## src/rtl/mem_access_unit_if.sv

```systemverilog
// rtl/mem_access_unit_if.sv - word-wide memory bus between the access unit and memory
//
// Signals:
//   mem_req   request valid, held until mem_ack is sampled
//   mem_we    write strobe, only high together with mem_req
//   mem_addr  word-aligned byte address (bits [1:0] are always 00)
//   mem_be    per-lane byte enables
//   mem_wdata lane-positioned store data
//   mem_rdata read word returned by memory
//   mem_ack   completion, only meaningful while mem_req=1
// Modports: master (access unit side), slave (memory side).
interface mem_access_unit_if;
    logic        mem_req;
    logic        mem_we;
    logic [31:0] mem_addr;
    logic [3:0]  mem_be;
    logic [31:0] mem_wdata;
    logic [31:0] mem_rdata;
    logic        mem_ack;

    modport master (
        output mem_req,
        output mem_we,
        output mem_addr,
        output mem_be,
        output mem_wdata,
        input  mem_rdata,
        input  mem_ack
    );

    modport slave (
        input  mem_req,
        input  mem_we,
        input  mem_addr,
        input  mem_be,
        input  mem_wdata,
        output mem_rdata,
        output mem_ack
    );
endinterface

```

## src/rtl/mem_access_unit.sv

```systemverilog
// rtl/mem_access_unit.sv - byte/halfword/word load-store unit with core stall handshake
//
// Ports:
//   clk, reset  clock, synchronous active-high reset
//   MemW, MemRd store / load request from the decoder (both high = store)
//   be          access size: 0001 byte, 0011 halfword, anything else word
//   SignExt     sign-extend byte/halfword loads
//   Addr        byte address, WriteData right-justified store data
//   ReadData    registered, aligned and extended load result
//   Stall       core hold, Done one-cycle completion pulse
//   Fault       misalignment pulse (only with MEM_ALIGN_TRAP_EN)
//   mem         memory bus, master side
// Optional feature: define MEM_ALIGN_TRAP_EN to trap misaligned halfword/word
// accesses instead of silently dropping the low address bits.
module mem_access_unit (
    input  logic        clk,
    input  logic        reset,
    input  logic        MemW,
    input  logic        MemRd,
    input  logic [3:0]  be,
    input  logic        SignExt,
    input  logic [31:0] Addr,
    input  logic [31:0] WriteData,
    output logic [31:0] ReadData,
    output logic        Stall,
    output logic        Done,
`ifdef MEM_ALIGN_TRAP_EN
    output logic        Fault,
`endif
    mem_access_unit_if.master mem
);

    localparam logic [1:0] ST_IDLE = 2'b00;
    localparam logic [1:0] ST_REQ  = 2'b01;
    localparam logic [1:0] ST_DONE = 2'b10;

    localparam logic [1:0] SZ_BYTE = 2'd0;
    localparam logic [1:0] SZ_HALF = 2'd1;
    localparam logic [1:0] SZ_WORD = 2'd2;

    logic [1:0]  state;
    logic [1:0]  size_in;
    logic [1:0]  off_in;
    logic [3:0]  mask_in;
    logic        start;

    logic        store_q;
    logic        sext_q;
    logic [1:0]  size_q;
    logic [1:0]  off_q;

    logic [31:0] rdata_shifted;
    logic [31:0] load_val;

    // Decode size from be; unlisted encodings fall back to a word access.
    always_comb begin
        size_in = SZ_WORD;
        mask_in = 4'b1111;
        off_in  = 2'b00;
        case (be)
            4'b0001: begin
                size_in = SZ_BYTE;
                mask_in = 4'b0001;
                off_in  = Addr[1:0];
            end
            4'b0011: begin
                size_in = SZ_HALF;
                mask_in = 4'b0011;
                off_in  = {Addr[1], 1'b0};
            end
            default: begin
                size_in = SZ_WORD;
                mask_in = 4'b1111;
                off_in  = 2'b00;
            end
        endcase
    end

    assign start = (state == ST_IDLE) && (MemW || MemRd);

`ifdef MEM_ALIGN_TRAP_EN
    logic misalign;
    logic fault_q;

    assign misalign = ((size_in == SZ_HALF) && Addr[0]) ||
                      ((size_in == SZ_WORD) && (Addr[1:0] != 2'b00));
`endif

    // Load alignment: bring the addressed lane down to bit 0, then extend.
    assign rdata_shifted = mem.mem_rdata >> {off_q, 3'b000};

    always_comb begin
        load_val = rdata_shifted;
        case (size_q)
            SZ_BYTE: load_val = {{24{sext_q & rdata_shifted[7]}}, rdata_shifted[7:0]};
            SZ_HALF: load_val = {{16{sext_q & rdata_shifted[15]}}, rdata_shifted[15:0]};
            default: load_val = rdata_shifted;
        endcase
    end

    always_ff @(posedge clk) begin
        if (reset) begin
            state         <= ST_IDLE;
            store_q       <= 1'b0;
            sext_q        <= 1'b0;
            size_q        <= SZ_BYTE;
            off_q         <= 2'b00;
            mem.mem_addr  <= 32'd0;
            mem.mem_be    <= 4'd0;
            mem.mem_wdata <= 32'd0;
            ReadData      <= 32'd0;
`ifdef MEM_ALIGN_TRAP_EN
            fault_q       <= 1'b0;
`endif
        end else begin
            case (state)
                ST_IDLE: begin
                    if (start) begin
                        // Store wins when both request lines are high.
                        store_q       <= MemW;
                        sext_q        <= SignExt;
                        size_q        <= size_in;
                        off_q         <= off_in;
                        mem.mem_addr  <= {Addr[31:2], 2'b00};
                        mem.mem_be    <= mask_in << off_in;
                        mem.mem_wdata <= WriteData << {off_in, 3'b000};
`ifdef MEM_ALIGN_TRAP_EN
                        fault_q       <= misalign;
                        state         <= misalign ? ST_DONE : ST_REQ;
`else
                        state         <= ST_REQ;
`endif
                    end
                end
                ST_REQ: begin
                    if (mem.mem_ack) begin
                        if (!store_q) begin
                            ReadData <= load_val;
                        end
                        state <= ST_DONE;
                    end
                end
                ST_DONE: begin
                    // Requests seen here are ignored; the core re-presents in IDLE.
                    state <= ST_IDLE;
                end
                default: begin
                    state <= ST_IDLE;
                end
            endcase
        end
    end

    assign mem.mem_req = (state == ST_REQ);
    assign mem.mem_we  = (state == ST_REQ) && store_q;
    assign Done        = (state == ST_DONE);
    // Gated by reset so the hold drops in the reset cycle itself.
    assign Stall       = !reset && (start || (state == ST_REQ));

`ifdef MEM_ALIGN_TRAP_EN
    assign Fault = (state == ST_DONE) && fault_q;
`endif

endmodule

```

## src/flat_wrapper.sv

```systemverilog
// flat-port wrapper written by rule: the top's interface ports become plain ports
module mem_access_unit_flat 
  (clk, reset, MemW, MemRd, be, SignExt, Addr, WriteData, ReadData, Stall, Done, mem_mem_req, mem_mem_we, mem_mem_addr, mem_mem_be, mem_mem_wdata, mem_mem_rdata, mem_mem_ack);
  mem_access_unit_if mem_i ();
  input  logic clk;
  input  logic reset;
  input  logic MemW;
  input  logic MemRd;
  input  logic [3:0] be;
  input  logic SignExt;
  input  logic [31:0] Addr;
  input  logic [31:0] WriteData;
  output logic [31:0] ReadData;
  output logic Stall;
  output logic Done;
  output wire logic [$bits(mem_i.mem_req)-1:0] mem_mem_req;
  output wire logic [$bits(mem_i.mem_we)-1:0] mem_mem_we;
  output wire logic [$bits(mem_i.mem_addr)-1:0] mem_mem_addr;
  output wire logic [$bits(mem_i.mem_be)-1:0] mem_mem_be;
  output wire logic [$bits(mem_i.mem_wdata)-1:0] mem_mem_wdata;
  input wire logic [$bits(mem_i.mem_rdata)-1:0] mem_mem_rdata;
  input wire logic [$bits(mem_i.mem_ack)-1:0] mem_mem_ack;
  assign mem_mem_req = mem_i.mem_req;
  assign mem_mem_we = mem_i.mem_we;
  assign mem_mem_addr = mem_i.mem_addr;
  assign mem_mem_be = mem_i.mem_be;
  assign mem_mem_wdata = mem_i.mem_wdata;
  assign mem_i.mem_rdata = mem_mem_rdata;
  assign mem_i.mem_ack = mem_mem_ack;
  mem_access_unit u_core (.clk(clk), .reset(reset), .MemW(MemW), .MemRd(MemRd), .be(be), .SignExt(SignExt), .Addr(Addr), .WriteData(WriteData), .ReadData(ReadData), .Stall(Stall), .Done(Done), .mem(mem_i));
endmodule
```

## config.mk

```make
export PLATFORM = sky130hd
export DESIGN_NAME = mem_access_unit_flat
export DESIGN_NICKNAME = d
export VERILOG_FILES = /design/src/rtl/mem_access_unit_if.sv /design/src/rtl/mem_access_unit.sv /design/src/flat_wrapper.sv
export SDC_FILE = /design/constraint.sdc
export NUM_CORES = 1
export LEC_CHECK = 0
export ABC_AREA = 1
export CORE_MARGIN = 5
export CORE_UTILIZATION = 47
export CTS_CLUSTER_DIAMETER = 100
export DETAILED_ROUTE_END_ITERATION = 8
export GPL_TIMING_DRIVEN = 0
export MAX_ROUTING_LAYER = met4
export PLACE_DENSITY = 0.86
export SLEW_MARGIN = 20
export SYNTH_ARGS = -nofsm -noshare
export SYNTH_HDL_FRONTEND = slang
export SYNTH_SLANG_ARGS = --single-unit
```

## constraint.sdc

```tcl
create_clock -name clk -period 3.05 [get_ports clk]
set_input_delay 0.61 -clock clk [delete_from_list [all_inputs] [get_ports clk]]
set_output_delay 0.61 -clock clk [all_outputs]
set_load 0.005 [all_outputs]
```

==> reports/results.txt, run 1 <==
status: completed
per-cell routed wire length: 15.7 um
Residual DRC: 0
overall global routing resource usage: 27.5%
Cell variety after synth: 26
PwrDens: 475 nW/um2
mapped cell area: 5240 um2
Clock power frac: 25.9%
Post-Syn Instances: 807
Tcrit/Tclk final: 96.3%
Worst Skew: 0.0101 ns
Hold Slack: 0.470 ns
element type at the critical path end: output pin
Hold Buf Count CTS: 0
Inst Count DP: 1155
final number of setup-violating endpoints: 0
crit path buf inv count: 3
syn avg cell area: 6.49 um2
ANT nets after route: 0
Final GP Congestion: 1.01
Crit Path Class: in2out
overall power: 3660 uW
core area: 10900 um2
H-tree depth: 3
Slew @ Worst Pin: 0.589 ns
slowest CP cell: clkdlybuf4s50_1
Worst Path Arrival: 2.33 ns
fin cells: 1171
PortBufs: 207
chip height: 116 um
initial antenna violation count: 0
max-cap viol count: 0
Max IR drop VDD: 0.268 mV
combinational power share: 30.3%
vias in the first global route: 5479
Critical Path RT: 2.44 ns
Die Width: 116 um
Final Hold Fails: 0
sequential power share: 43.8%
CTS tree: built
switching part of the total: 30.6%
RSZ-0062 raised after global routing: false
Int Power: 2540 uW
std cell rows: 38
Die Area: 13400 um2
worst hold path class: reg2reg
commonest non-fill, non-tap cells in the layout: clkdlybuf4s50_1 (207), nand2_1 (188), nor2_1 (133), dfxtp_1 (106), inv_1 (81)
total wire length: 18.4 mm
largest net degree at the start of global routing: 17
clk buf depth: 2
clk_lat worst skew: 0.38 ns
Root Buffer: clkbuf_8
cell family contributing the most delay on the critical path: buffers and inverters
Fill cells: 926
Pleak: 0.00355 uW
Pre-antenna DRT Iters: 5
CTS Buf Count: 9
NetSw: 1120 uW
Slowest Stage Delay on Critical Path: 0.63 ns
Yosys warning count: 0
n_diodes: 0
Initial Utilization: 48.1%
post-route setup TNS: 0 ns
global-route wire length before repair: 27.7 mm
commonest non-fill, non-tap cell in the layout: clkdlybuf4s50_1
Final Max Tran Viols: 0
vias per cell: 5.15
share of layout cells above drive strength 1: 6.98%
FF+latch count, synth: 106
Area Overhead vs Synth: 47.2%
sequential area share after synthesis: 40.5%
clk slew on worst S/H paths: 0.09 ns
total global routing overflow: 0
hpwl dp: 14.3 mm
minimum clock period: 2.94 ns
CP startpoint kind: primary input
CP Cell Sequence: clkdlybuf4s50_1 -> clkinvlp_4 -> nand2_1 -> nand2_1 -> clkdlybuf4s50_1
iteration-0 DRC count of the detailed router: 518
Worst Path Max Fanout: 14
max_slew headroom: 60.7%
CTS Sinks: 106
Max Freq: 340 MHz
vias: 6028
Layout Nets: 1132
Ports: 210
==> cell usage after synthesis <==
master / instances / area [um2]
clkbuf_1: 18 / 67.6
o21ai_0: 53 / 265
a211oi_1: 1 / 7.51
a21oi_1: 50 / 250
dfxtp_1: 106 / 2120
o21bai_1: 1 / 7.51
nor3_2: 1 / 10.0
nor2_4: 5 / 56.3
nand2_1: 188 / 706
nor2_1: 133 / 499
inv_1: 82 / 308
o211ai_1: 8 / 60.1
nand4_1: 23 / 144
conb_1: 1 / 3.75
or2_2: 3 / 18.8
buf_4: 5 / 37.5
inv_2: 8 / 30.0
nand3_1: 79 / 395
buf_1: 2 / 7.51
o21ai_1: 2 / 10.0
a31oi_1: 3 / 18.8
nor2_2: 1 / 6.26
buf_2: 27 / 135
a211oi_2: 1 / 12.5
buf_6: 1 / 11.3
nand3_2: 5 / 50.1
==> worst reg2reg max path, stage by stage (launching register included) <==
cell	delay (ns)
dfxtp_1	0.34
inv_1	0.13
buf_1	0.45
nand3_1	0.22
nand3_1	0.12
nand3_1	0.10
nand2_1	0.07
inv_1	0.03
==> per-layer routing <==
metal / track usage (%) / vias up / wire length (um)
met3: 6.84 / 45 / 1990
met5: - / - / 0
met2: 44.3 / 323 / 8460
met1: 33.5 / 2660 / 7420
li1: - / 3000 / -
met4: 9.70 / 0 / 491
==> stage by stage <==
| stage | cell area (um2) | utilization (%) | worst slack (ns) |
|---|---|---|---|
| 6_report | 7710 | 70.9 | 0.113 |
| 5_1_grt | 7710 | 70.9 | 0.0111 |
| 4_1_cts | 7700 | 70.8 | 0.0752 |
| 3_5_place_dp | 7490 | 68.8 | -0.108 |
| 3_3_place_gp | 7490 | 68.8 | -0.0946 |
| 2_1_floorplan | 5240 | - | 1.21 |
==> power by group through the flow <==
stage	Combinational [uW]	Clock (uW)	Sequential, uW
3_5_place_dp	1100	0	1630
3_3_place_gp	1090	0	1630
4_1_cts	1110	966	1600
6_report	1110	949	1600
5_1_grt	1220	1020	1620
2_1_floorplan	511	0	1640
==> sequential cells by signal (all words and copies together) (netlist names) <==
| signal | cells |
|---|---|
| u_core.ReadData | 32 |
| u_core.mem.mem_addr | 30 |
| u_core.mem.mem_be | 4 |
| u_core.mem.mem_wdata | 32 |
| u_core.off_q | 2 |
| u_core.sext_q | 1 |
| u_core.size_q | 2 |
| u_core.state | 2 |
| u_core.store_q | 1 |
==> logic make-up after synthesis <==
logic type             synth area share (%)
and+or+nand+nor                        36.0
other                                0.0716
DFF                                    40.5
buffers and inverters                  11.4
AOI/OAI and AO/OA                      12.1
==> worst paths after layout <==
path,endpoint,slack (ns),cells after the start,from
worst min-delay path,u_core.mem.mem_wdata[1]$_SDFFE_PP0P_,0.47,2,u_core.mem.mem_wdata[1]$_SDFFE_PP0P_
worst min register to register,u_core.mem.mem_wdata[1]$_SDFFE_PP0P_,0.47,2,u_core.mem.mem_wdata[1]$_SDFFE_PP0P_
worst max-delay path,Stall,0.11,5,reset
worst max register to register,u_core.ReadData[14]$_SDFFE_PP0P_,1.49,7,u_core.off_q[1]$_SDFFE_PP0P_
==> final cells by class <==
| class | count | area [um2] | area share, % |
|---|---|---|---|
| Buffer | 52 | 255 | 3.31 |
| Clock buffer | 12 | 135 | 1.75 |
| Clock inverter | 4 | 76.3 | 0.989 |
| Inverter | 90 | 342 | 4.43 |
| Multi-Input combinational cell | 559 | 2530 | 32.8 |
| Sequential cell | 106 | 2120 | 27.5 |
| Tap cell | 140 | 175 | 2.27 |
| Timing Repair Buffer | 208 | 2080 | 27.0 |
==> repair_timing <==
item | in CTS | in global routing
setup buffers | 0 | 1
pin swaps | 0 | 1
resized for setup | 1 | 1
setup endpoints to repair | 1 | 1
Note: power is estimated with default switching activity, not from simulation.
==> run 2, diff against run 1 <==
--- a/config.mk
+++ b/config.mk
@@ -10,6 +10,7 @@
 export CORE_UTILIZATION = 47
 export CTS_CLUSTER_DIAMETER = 100
 export DETAILED_ROUTE_END_ITERATION = 8
+export GPL_ROUTABILITY_DRIVEN = 0
 export GPL_TIMING_DRIVEN = 0
 export MAX_ROUTING_LAYER = met4
 export PLACE_DENSITY = 0.86
==> reports/results.txt, run 2 (synthesized netlist as in run 1, its figures left out) <==
Clock power frac: 23.2% (-2.7 points)
Hold Buf Count CTS: 0 (unchanged)
final number of setup-violating endpoints: 0 (unchanged)
Final Hold Fails: 0 (unchanged)
combinational power share: 31.5% (+1.2 points)
Critical R2R Launch: u_core.state[0]$_SDFFE_PP0P_
Worst Path Arrival: 2.30 ns (-0.03 ns)
clk buf depth: 2 (unchanged)
Layout Nets: 1136 (+0.35%)
Root Buffer: clkbuf_8
Pleak: 0.00356 uW (+0.39%)
PwrDens: 459 nW/um2 (-3.3%)
switching part of the total: 32.6% (+2.0 points)
register-to-register setup slack: 1.52 ns (+0.03 ns)
vias: 6113 (+1.4%)
element type at the critical path end: output pin
sequential power share: 45.3% (+1.5 points)
core area: 10900 um2 (unchanged)
Initial Utilization: 48.1% (unchanged)
RSZ-0062 raised after global routing: false
hold endpoint: u_core.mem.mem_wdata[9]$_SDFFE_PP0P_
std cell rows: 38 (unchanged)
clk_lat worst skew: 0.36 ns (-0.02 ns)
Hold Slack: 0.470 ns (-0.000419 ns)
commonest non-fill, non-tap cells in the layout: clkdlybuf4s50_1 (207), nand2_1 (188), nor2_1 (133), dfxtp_1 (106), inv_1 (81)
Int Power: 2390 uW (-6.1%)
NetSw: 1150 uW (+2.8%)
ANT nets after route: 0 (unchanged)
CTS Buf Count: 9 (unchanged)
commonest non-fill, non-tap cell in the layout: clkdlybuf4s50_1
final core utilization: 70.8% (about the same)
status: completed
Ports: 210 (unchanged)
Inst Count DP: 1155 (unchanged)
Die Width: 116 um (unchanged)
minimum clock period: 2.91 ns (-0.0263 ns)
worst hold path stage count: 2 (unchanged)
H-tree depth: 3 (unchanged)
Final Max Tran Viols: 0 (unchanged)
largest net degree at the start of global routing: 19 (+2)
total wire length: 18.0 mm (-1.8%)
global-route wire length before repair: 27.2 mm (-1.9%)
CTS Sinks: 106 (unchanged)
Slew @ Worst Pin: 0.569 ns (-0.0202 ns)
n_diodes: 0 (unchanged)
initial antenna violation count: 0 (unchanged)
Area Overhead vs Synth: 47.1% (about the same)
biggest regs: u_core.ReadData (32), u_core.mem.mem_wdata (32), u_core.mem.mem_addr (30)
Max IR drop VDD: 0.325 mV (+21%)
PortBufs: 207 (unchanged)
Pre-antenna DRT Iters: 5 (unchanged)
per-cell routed wire length: 15.3 um (-2.1%)
overall global routing resource usage: 26.7% (-0.77 points)
FF-to-FF path depth: 9 (+2)
Residual DRC: 0 (unchanged)
CTS tree: built
share of layout cells above drive strength 1: 7.63% (+0.65 points)
Max Freq: 344 MHz (+0.90%)
vias in the first global route: 5435 (-0.80%)
post-route setup TNS: 0 ns (unchanged)
total global routing overflow: 0 (unchanged)
Critical Path RT: 2.44 ns (about the same)
fin cells: 1175 (+0.34%)
vias per cell: 5.20 (+1.1%)
clk slew on worst S/H paths: 0.10 ns (about the same)
Tcrit/Tclk final: 95.4% (-0.86 points)
iteration-0 DRC count of the detailed router: 549 (+6.0%)
chip height: 116 um (unchanged)
Die Area: 13400 um2 (unchanged)
max_slew headroom: 62.1% (+1.3 points)
max-cap viol count: 0 (unchanged)
hold path start: u_core.mem.mem_wdata[9]$_SDFFE_PP0P_
worst hold path class: reg2reg
Worst Path Max Fanout: 10 (-4)
Worst Skew: 0.0127 ns (+0.00260 ns)
CP startpoint kind: primary input
reg2reg end: u_core.mem.mem_wdata[5]$_SDFFE_PP0P_
Crit Path Class: in2out
hpwl dp: 14.0 mm (-2.5%)
run 2: how the worst max path moves through the flow:
stage               endpoint  slack (ns)  startpoint  cells after the start
floorplan              Stall        1.21       MemRd                      7
global placement       Stall       -0.08       reset                      6
detailed placement     Stall       -0.10       reset                      6
CTS                    Stall        0.07       reset                      5
global route           Stall        0.04        MemW                      9
finish                 Stall        0.14        MemW                      9
run 2: stage by stage:
| stage | area (um2) | setup WS (ns) | power (uW) |
|---|---|---|---|
| 2_1_floorplan | 5240 | 1.21 | 2150 |
| 3_3_place_gp | 7490 | -0.0766 | 2710 |
| 3_5_place_dp | 7490 | -0.103 | 2730 |
| 4_1_cts | 7670 | 0.0692 | 3550 |
| 5_1_grt | 7710 | 0.0393 | 3740 |
| 6_report | 7710 | 0.139 | 3540 |
run 2: per-layer routing:
layer | up-vias | global-route usage, % | part of all wire (%) | wire length [um]
met4 | 0 | 8.61 | 2.7 | 485
met1 | 2689 | 33.2 | 40 | 7260
met2 | 367 | 42.6 | 46 | 8260
met3 | 44 | 6.84 | 11 | 2030
met5 | - | - | 0 | 0
li1 | 3013 | - | - | -
run 2: timing repair:
item / in CTS / in global routing
resized for setup: 1 / 1
pin swaps: 0 / 1
buffers inserted: 0 / 5
setup endpoints to repair: 1 / 1
run 2: cell type report:
cell class	count	area, um2
timing repair buffer	212	2110
sequential	106	2120
tap	140	175
inverter	90	342
buffer	52	255
fill	914	3180
clock buffer	9	124
clock inverter	7	50.0
multi-input combinational	559	2530
run 2: power by group through the flow:
stage                     clock [uW]  combinational [uW]  sequential [uW]
after CTS                        845                1100             1600
after floorplan                    0                 511             1640
after global placement             0                1080             1630
after detailed placement           0                1090             1630
final                            821                1110             1600
after global routing             896                1220             1620
run 2: critical path, cell delays in order:
cell and delay (ns):
clkdlybuf4s50_1 0.50, inv_1 0.05, nand2_1 0.05, nand2_1 0.08, buf_4 0.20, nor2_4 0.17
inv_1 0.09, nand2_1 0.07, clkdlybuf4s50_1 0.50
==> run 3, diff against run 2 <==
--- a/config.mk
+++ b/config.mk
@@ -14,6 +14,7 @@
 export GPL_TIMING_DRIVEN = 0
 export MAX_ROUTING_LAYER = met4
 export PLACE_DENSITY = 0.86
+export SKIP_CTS_REPAIR_TIMING = 1
 export SLEW_MARGIN = 20
 export SYNTH_ARGS = -nofsm -noshare
 export SYNTH_HDL_FRONTEND = slang
==> reports/results.txt, run 3 (synthesized netlist as in run 1, its figures left out) <==
status: completed
CTS Buf Count: 9 (unchanged)
minimum clock period: 2.85 ns (-0.0650 ns)
clk_lat worst skew: 0.36 ns (about the same)
CTS Sinks: 106 (unchanged)
Pleak: 0.00355 uW (-0.15%)
Max IR drop VDD: 0.324 mV (-0.30%)
cell repeated most along the worst path: nand2_1
per-cell routed wire length: 15.3 um (-0.59%)
Post-DP Area: 7490 um2 (unchanged)
design area: 7700 um2 (about the same)
vias: 6063 (-0.82%)
iteration-0 DRC count of the detailed router: 513 (-6.6%)
largest net degree at the start of global routing: 19 (unchanged)
Critical Path RT: 2.44 ns (about the same)
PortBufs: 207 (unchanged)
Final Max Tran Viols: 0 (unchanged)
worst hold path class: reg2reg
total global routing overflow: 0 (unchanged)
global-route wire length before repair: 27.2 mm (about the same)
chip height: 116 um (unchanged)
wire length on met1: 7.30 mm (+0.55%)
Tcrit/Tclk final: 93.3% (-2.1 points)
clk slew on worst S/H paths: 0.10 ns (about the same)
Area Overhead vs Synth: 46.9% (about the same)
max-cap viol count: 0 (unchanged)
post-route setup TNS: 0 ns (unchanged)
Max Freq: 351 MHz (+2.3%)
vias per cell: 5.16 (-0.73%)
Pre-antenna DRT Iters: 6 (+1)
met3 WL: 2.00 mm (-1.4%)
Layout Nets: 1135 (-0.088%)
worst setup margin: 0.204 ns (+0.0650 ns)
n_diodes: 0 (unchanged)
Slew @ Worst Pin: 0.571 ns (+0.00163 ns)
std cell rows: 38 (unchanged)
overall power: 3540 uW (-0.11%)
clk buf depth: 2 (unchanged)
Initial Utilization: 48.1% (unchanged)
CP Cell Sequence: clkdlybuf4s50_1 -> inv_1 -> nand2_1 -> nand2_1 -> buf_4 -> nor2_4 -> inv_1 -> nand2_1 -> clkdlybuf4s50_1
CP startpoint kind: primary input
total wire length: 17.9 mm (-0.68%)
final number of setup-violating endpoints: 0 (unchanged)
Die Width: 116 um (unchanged)
Worst Path Arrival: 2.24 ns (-0.06 ns)
Final Hold Fails: 0 (unchanged)
Worst Path Max Fanout: 10 (unchanged)
vias in the first global route: 5437 (+0.037%)
Residual DRC: 0 (unchanged)
commonest non-fill, non-tap cell in the layout: clkdlybuf4s50_1
H-tree depth: 3 (unchanged)
RSZ-0062 raised after global routing: false
biggest regs: u_core.ReadData (32), u_core.mem.mem_wdata (32), u_core.mem.mem_addr (30)
DP Worst Slack: -0.103 ns (unchanged)
Root Buffer: clkbuf_8
slowest CP cell: clkdlybuf4s50_1
CTS tree: built
share of layout cells above drive strength 1: 7.54% (-0.089 points)
Ports: 210 (unchanged)
PwrDens: 459 nW/um2 (about the same)
max_slew headroom: 62.0% (-0.11 points)
max layer used: met4
core area: 10900 um2 (unchanged)
Slowest Stage Delay on Critical Path: 0.50 ns (about the same)
commonest non-fill, non-tap cells in the layout: clkdlybuf4s50_1 (207), nand2_1 (188), nor2_1 (133), dfxtp_1 (106), inv_1 (81)
overall global routing resource usage: 26.7% (about the same)
ANT nets after route: 0 (unchanged)
Crit Path Class: in2out
initial antenna violation count: 0 (unchanged)
hpwl dp: 14.0 mm (unchanged)
Worst Skew: 0.0130 ns (+0.000337 ns)
Die Area: 13400 um2 (unchanged)
element type at the critical path end: output pin
wire length on met2: 8.10 mm (-1.9%)
[run 3: cell types whose count changed in the layout (fill, tap and decap cells not counted), sizes merged]
cell,before,now
buf,40,39
[run 3: worst paths after layout]
path | start | to | slack (ns) | depth (start not counted)
max | MemW | Stall | 0.20 | 9
min | u_core.mem.mem_wdata[9]$_SDFFE_PP0P_ | u_core.mem.mem_wdata[9]$_SDFFE_PP0P_ | 0.47 | 2
max reg2reg | u_core.state[0]$_SDFFE_PP0P_ | u_core.mem.mem_wdata[5]$_SDFFE_PP0P_ | 1.54 | 9
min reg2reg | u_core.mem.mem_wdata[9]$_SDFFE_PP0P_ | u_core.mem.mem_wdata[9]$_SDFFE_PP0P_ | 0.47 | 2
[run 3: critical path, delay by kind of cell]
family / cells / cell delay, ns
buf+inv: 5 / 1.32
simple gates: 4 / 0.31
[run 3: final cells by class]
class	instances	area [um2]
fill	914	3190
multi-input combinational	559	2530
sequential	106	2120
timing repair buffer	211	2100
inverter	90	342
buffer	52	255
tap	140	175
clock buffer	9	124
clock inverter	7	50.0
[run 3: where the power goes]
part | total (uW) | switching, uW | internal, uW | leakage, uW
Sequential | 1600 | 77.0 | 1530 | 0.000874
Clock | 820 | 514 | 306 | 0.0000946
Combinational | 1110 | 560 | 552 | 0.00259
Total | 3540 | 1150 | 2380 | 0.00355
[run 3: per-stage QoR]
step / utilization [%] / std cells / hold slack, ns
2_1_floorplan: - / 808 / 0.457
3_5_place_dp: 68.8 / 1155 / 0.458
3_3_place_gp: 68.8 / 1155 / 0.452
4_1_cts: 70.4 / 1171 / 0.471
6_report: 70.7 / 1174 / 0.472
5_1_grt: 70.7 / 1174 / 0.494
[run 3: routing by layer]
metal / up-vias / track usage (%)
li1: 3021 / -
met5: - / -
met2: 328 / 42.7
met1: 2671 / 33.1
met4: 0 / 8.61
met3: 43 / 6.84
